### config.mk
export PLATFORM = sky130hd
export DESIGN_NAME = and_inertial_rx
export DESIGN_NICKNAME = d
export VERILOG_FILES = /design/src/rtl/and_inertial_rx.sv
export SDC_FILE = /design/constraint.sdc
export NUM_CORES = 1
export LEC_CHECK = 0
export BUFFER_PORTS_ARGS = -buffer_cell sky130_fd_sc_hd__buf_2
export CAP_MARGIN = 20
export CORE_ASPECT_RATIO = 1.2
export CORE_MARGIN = 2
export CORE_UTILIZATION = 40
export DETAILED_ROUTE_END_ITERATION = 10
export PLACE_DENSITY_LB_ADDON = 0.2
export SYNTH_ARGS = -nofsm -noshare
export SYNTH_HDL_FRONTEND = slang
export SYNTH_SLANG_ARGS = --single-unit
### constraint.sdc
create_clock -name clock -period 2.7 [get_ports clock]
set_clock_uncertainty 0.15 [all_clocks]
set_input_delay 0.135 -clock clock [delete_from_list [all_inputs] [get_ports clock]]
set_output_delay 0.135 -clock clock [all_outputs]
set_load 0.03 [all_outputs]
### src/rtl/and_inertial_rx.sv
// -----------------------------------------------------------------------------
// and_inertial_rx
//   Inertial (debounce-style) filter on the AND of two synchronous inputs.
//   `out` follows raw = in1 & in2 only after raw has differed from `out` on
//   DELAY consecutive rising edges. If raw reverts before then, the candidate
//   is dropped and counted as a glitch. Rise, fall and glitch events each
//   produce a one-cycle strobe and bump a saturating counter.
//
// Parameters
//   DELAY  edges a new value must hold before `out` follows it (1..255)
//   CW     width of each event counter
//
// Ports
//   clock         rising-edge clock for all state
//   reset_n       asynchronous active-low reset
//   in1, in2      operands, synchronous to clock
//   clear         synchronous clear of the three event counters
//   out           filtered, registered value of in1 & in2
//   pending       high while a candidate transition is being qualified
//   rise_pulse    one-cycle strobe after out goes 0->1
//   fall_pulse    one-cycle strobe after out goes 1->0
//   glitch_pulse  one-cycle strobe after a candidate is abandoned
//   rise_count, fall_count, glitch_count  saturating event counters
// -----------------------------------------------------------------------------
module and_inertial_rx #(
    parameter int DELAY = 10,
    parameter int CW    = 8
) (
    input  logic          clock,
    input  logic          reset_n,
    input  logic          in1,
    input  logic          in2,
    input  logic          clear,
    output logic          out,
    output logic          pending,
    output logic          rise_pulse,
    output logic          fall_pulse,
    output logic          glitch_pulse,
    output logic [CW-1:0] rise_count,
    output logic [CW-1:0] fall_count,
    output logic [CW-1:0] glitch_count
);

    typedef enum logic {
        IDLE = 1'b0,
        PEND = 1'b1
    } state_t;

    // cnt counts edges already spent qualifying; the DELAY-th edge is the
    // one that sees cnt == DELAY-1 and commits the new value.
    localparam logic [7:0]    CNT_LAST = 8'(DELAY - 1);
    localparam logic [CW-1:0] CNT_MAX  = '1;

    logic          raw;
    state_t        state_q, state_d;
    logic [7:0]    cnt_q, cnt_d;
    logic          out_q, out_d;
    logic          pending_q, pending_d;
    logic          rise_q, rise_d;
    logic          fall_q, fall_d;
    logic          glitch_q, glitch_d;
    logic [CW-1:0] rise_count_q, rise_count_d;
    logic [CW-1:0] fall_count_q, fall_count_d;
    logic [CW-1:0] glitch_count_q, glitch_count_d;

    assign raw = in1 & in2;

    always_comb begin
        state_d  = state_q;
        cnt_d    = cnt_q;
        out_d    = out_q;
        rise_d   = 1'b0;
        fall_d   = 1'b0;
        glitch_d = 1'b0;

        case (state_q)
            IDLE: begin
                cnt_d = 8'd0;
                if (raw != out_q) begin
                    if (DELAY == 1) begin
                        // No qualification window: follow raw immediately.
                        out_d  = raw;
                        rise_d = raw;
                        fall_d = ~raw;
                    end else begin
                        state_d = PEND;
                        cnt_d   = 8'd1;
                    end
                end
            end
            PEND: begin
                if (raw == out_q) begin
                    // Candidate reverted before it qualified.
                    state_d  = IDLE;
                    cnt_d    = 8'd0;
                    glitch_d = 1'b1;
                end else if (cnt_q == CNT_LAST) begin
                    out_d   = raw;
                    state_d = IDLE;
                    cnt_d   = 8'd0;
                    rise_d  = raw;
                    fall_d  = ~raw;
                end else begin
                    cnt_d = cnt_q + 8'd1;
                end
            end
            default: begin
                state_d = IDLE;
                cnt_d   = 8'd0;
            end
        endcase

        pending_d = (state_d == PEND);

        // Counters saturate; clear overrides a same-edge increment.
        rise_count_d   = rise_count_q;
        fall_count_d   = fall_count_q;
        glitch_count_d = glitch_count_q;
        if (rise_d && rise_count_q != CNT_MAX)
            rise_count_d = rise_count_q + CW'(1);
        if (fall_d && fall_count_q != CNT_MAX)
            fall_count_d = fall_count_q + CW'(1);
        if (glitch_d && glitch_count_q != CNT_MAX)
            glitch_count_d = glitch_count_q + CW'(1);
        if (clear) begin
            rise_count_d   = '0;
            fall_count_d   = '0;
            glitch_count_d = '0;
        end
    end

    always_ff @(posedge clock or negedge reset_n) begin
        if (!reset_n) begin
            state_q        <= IDLE;
            cnt_q          <= 8'd0;
            out_q          <= 1'b0;
            pending_q      <= 1'b0;
            rise_q         <= 1'b0;
            fall_q         <= 1'b0;
            glitch_q       <= 1'b0;
            rise_count_q   <= '0;
            fall_count_q   <= '0;
            glitch_count_q <= '0;
        end else begin
            state_q        <= state_d;
            cnt_q          <= cnt_d;
            out_q          <= out_d;
            pending_q      <= pending_d;
            rise_q         <= rise_d;
            fall_q         <= fall_d;
            glitch_q       <= glitch_d;
            rise_count_q   <= rise_count_d;
            fall_count_q   <= fall_count_d;
            glitch_count_q <= glitch_count_d;
        end
    end

    assign out          = out_q;
    assign pending      = pending_q;
    assign rise_pulse   = rise_q;
    assign fall_pulse   = fall_q;
    assign glitch_pulse = glitch_q;
    assign rise_count   = rise_count_q;
    assign fall_count   = fall_count_q;
    assign glitch_count = glitch_count_q;

endmodule

# == After elaboration in Yosys (flattened, before gate mapping) ==
# Index checks and enable logic that the tools add are counted.
# word_totals
regBits,37
input_bits,5
out_inout_bits,29
# op_classes
addsub,4
eq_ne,6
muxes,22
bitwise,4
reduce_logical,7
# op_table
cell,n
$mux 8,8
$add 8x1->8 const B,4
$ne 8x8->1 const B,3
$pmux 8 s2,1
$mux 1,12
$eq 8x4->1 const B,1
$reduce_bool 2->1,3
$logic_and 1x1->1,3
$not 1->1,3
$reduce_and 3->1,1
$pmux 1 s2,1
$and 1x1->1,1
$eq 1x1->1,1
$ne 1x1->1,1

# == Longest topological paths before layout ==
# depth
word_depth,8
mapped_depth,8
ltp_nobuf,6

# == Least setup slack after synthesis ==
# No wires, ideal clock.
# synth_path
path_type,reg-to-reg
from,reg pending (netlist name)
to,"reg fall_count_q[5], in the netlist fall_count[5]"
setup_ns,0.128
t_arrival_ns,2.169
setup_slack_ns,0.254
stages_incl_launch_ff,6
synth_period_minus_slack_ns,2.446
path_cell_list,dfrtp_1 > or4bb_1 > or3_1 > buf_2 > nor4_1 > mux2_1
# synth_lines
element,line_no,rtl
to (signal assigned),153,fall_count_q <= fall_count_d;
to (decl),63,"logic [CW-1:0] fall_count_q, fall_count_d;"

# == Worst setup path after layout ==
# layout_path
from,reg cnt_q[1]
to,"reg fall_count_q[5], in the netlist fall_count[5]"
# layout_between
elab_chain_len,6
# layout_lines
element,line_no,rtl
from (decl),56,"logic [7:0] cnt_q, cnt_d;"
from (signal assigned),146,cnt_q <= cnt_d;
$eq 8x4->1,97,end else if (cnt_q == CNT_LAST) begin
$mux 1,97,
$mux 1,92,if (raw == out_q) begin
$mux 1,76,case (state_q)
$logic_and 1x1->1,121,if (fall_d && fall_count_q != CNT_MAX)
$reduce_bool 2->1 (no line),-,
# Every way passes these cells.
# A chain may end at the register's enable or synchronous reset.

==> summary.txt <==
Setup path
  • Slowest Stage Delay on Critical Path: 0.46 ns
  • Startpoint Class: flop
  • Reg2reg end: fall_count[5]
  • CP max-delay cell: or4bb_1
  • Worst reg2reg setup slack: 0.23 ns
  • CP Capture Type: flop
  • Worst r2r src: cnt_q[1]
  • Critical path required time: 2.73 ns
  • Worst Setup SP: cnt_q[1]
  • Worst Setup EP: fall_count[5]
  • Kind of critical path: reg -> reg
  • CP cell instances: inv_1 -> ha_1 -> or4bb_1 -> or3_4 -> nor4_1 -> mux2_1
  • CP max FO: 16
  • WP data arrival: approximately 2.5 ns
  • Reg2reg path depth: 6

Timing
  • Final-report setup violation count: 0
  • TNS Setup: 0 ns
  • Slew Viols, Final: 0
  • RSZ-0062 raised after global routing: no
  • Min Tclk post-route: 2.472 ns
  • WHS: between 0.15 and 0.2 ns
  • Tcrit/Tclk final: 0.9155
  • FMAX: roughly 400 MHz
  • Relative slew slack: 0.4527
  • Final Hold Vio Count: 0
  • Slew @ Worst Pin: 0.8209 ns
  • Final worst slack: between 0.2 and 0.25 ns

Floorplanning
  • Io pins: 34
  • Vert. Die Dim: ~80 um
  • Die W: approximately 67 um
  • Initial Utilization: 0.4186
  • Number of cell rows: 27
  • DIE AREA: 5381 um2
  • CORE AREA: around 4600 um2

Power
  • Peak VDD IR: between 0.3 and 0.4 mV
  • Pwr Density: about 560 nW/um2
  • Total power: 1.261 mW
  • Pleak: 1.000 nW

Synth
  • Syn Area/Cell: ~9.9 um2
  • Yosys cell types: 37
  • YS warnings: 0
  • #FFs+latches synth: 37
  • Synthesized Nets: 204
  • Mapped cell area: 1923 um2
  • Post-synthesis sequential area ratio: 0.4815
  • Post-Syn Instances: slightly below 200

Drt
  • Vias per cell: 5.654
  • DRC: 0
  • Drt first pass iters: 4
  • Antenna viol nets, final: 0
  • Final wirelength: approximately 4000 um
  • Initial drt markers: 65
  • Wire per inst: 13.87 um
  • Routed vias: between 1,500 and 2,000

Clock network
  • Clk root buf: clkbuf_8
  • Clk buf depth: 2
  • Clock Latency Late Sink: 0.29 ns
  • Sink Count: 37
  • Total CTS buffers: 5
  • Htree depth: 2
  • Worst-path clk slew: about 0.07 ns
  • TritonCTS clock tree: done

Global routing
  • Pin count of the biggest net entering global routing: 38
  • Vias in the first global route: 1,497
  • GRT Total Usage: 0.1664
  • First-pass GRT wire length: 6886 um
  • Grt total ovfl: 0
  • Antenna violations before repair: 0

Placement
  • DP Cell Count: between 200 and 300
  • Pre-CTS WS: 0.1201 ns
  • RePlAce Congestion: about 0.75
  • Port bufs: 33
  • Post-DP HPWL: between 2000 and 3000 um
  • Dpl cell area: 2098 um2

Finish
  • Total Nets Final: 237
  • Area grow syn2layout: 16.46%
  • Design area: approximately 2200 um2
  • Most common cell after layout, fill and taps aside: dfrtp_1
  • Share of layout cells above drive strength 1: 0.2105
  • Final Util: 0.4875
  • N_diodes: 0
  • Most frequent cells in the layout: 37 x dfrtp_1, 33 x buf_2, 20 x a21oi_1
  • Fin cells: roughly 290

Worst hold path
  • Worst Hold Class: in -> reg
  • Worst hold path depth: 2

Run
  • Maxcap violations: 0

Status
  • Outcome: finished, final reports clean
==> synth_stat cells (all sizes together) <==
cell type	count	area, um2
a21bo	1	10.01
a21oi	20	100.1
a31oi	1	6.260
and2	2	12.51
and3	3	18.77
and4	2	17.52
buf	6	45.04
clkbuf	4	15.01
dfrtp	37	925.9
dlygate4sd3	1	10.01
ha	5	62.56
inv	7	26.28
mux2	3	33.78
nand2	9	33.78
nand3	15	75.07
nand3b	2	15.01
nand4	3	18.77
nor2	11	41.29
nor2b	3	18.77
nor3	1	5.000
nor4	3	18.77
nor4b	1	8.760
o21ai	8	40.04
o22ai	1	6.260
o31ai	10	75.07
o41ai	5	43.79
or3	7	43.79
or3b	2	17.52
or4	12	90.09
or4b	2	23.77
or4bb	1	11.26
xnor2	4	35.03
xor2	2	17.52
==> registers in the layout, indices dropped and copies added, names as in the netlist <==
signal,cells
rise_count,8
glitch_pulse,1
fall_count,8
rise_pulse,1
fall_pulse,1
glitch_count,8
cnt_q,8
pending,1
out,1
==> worst min-delay path by stage <==
stage | slack [ns] | end | start
finish | 0.16 | rise_count[0] | clear
global placement | 0.14 | rise_count[5] | reset_n
floorplan | -0.31 | cnt_q[0] | reset_n
CTS | 0.17 | rise_count[0] | clear
global route | 0.18 | fall_count[2] | clear
detailed placement | 0.15 | rise_count[5] | reset_n
==> what timing repair did <==
item                       in CTS  in global routing
hold endpoints to repair       38                  0
hold buffers                    3                  0
gates resized for setup         0                  2
setup endpoints to repair       0                  2
buffers inserted                0                  0
==> critical path, delay by kind of cell, from the launching register on <==
family,cells,cell delay (ns)
muxes,1,0.35
and+or+nand+nor,3,1.26
adders and majority gates,1,0.14
DFF,1,0.39
buffers and inverters,1,0.06
==> layer usage <==
layer  track usage  vias up  routed length [um]
met1        0.2090      781                1798
met2        0.2693       29                1945
met4       0.06122        0                  73
met5             0        -                   0
met3       0.04654        6                 151
li1              -      801                   -
==> cell type report <==
| class | count | area (um2) |
|---|---|---|
| repair buffers | 37 | 202.7 |
| well taps | 58 | 72.57 |
| multi-input cells | 139 | 910.9 |
| clock inverters | 1 | 5.005 |
| flip-flops and latches | 37 | 925.9 |
| inverters | 7 | 26.28 |
| clock buffers | 7 | 96.34 |
| fillers | 469 | 2355 |
==> kinds of logic (layout without fill, tap and decap cells) <==
kind of cell | count (synthesis) | after routing | share of synthesized area
simple gates | 79 | 79 | 0.2446
flops | 37 | 37 | 0.4815
compound gates | 46 | 46 | 0.1464
xor+xnor | 6 | 6 | 0.02733
fa+ha+maj | 5 | 5 | 0.03253
mux | 3 | 3 | 0.01757
buf+inv | 18 | 52 | 0.05010
==> power by group <==
group	leakage (nW)	switching, mW	internal, mW
clock network	0.0542	0.194	0.231
registers	0.505	0.0299	0.590
logic	0.441	0.139	0.0766
total	1.00	0.364	0.898
No activity file was read; power rests on OpenSTA's default activity.
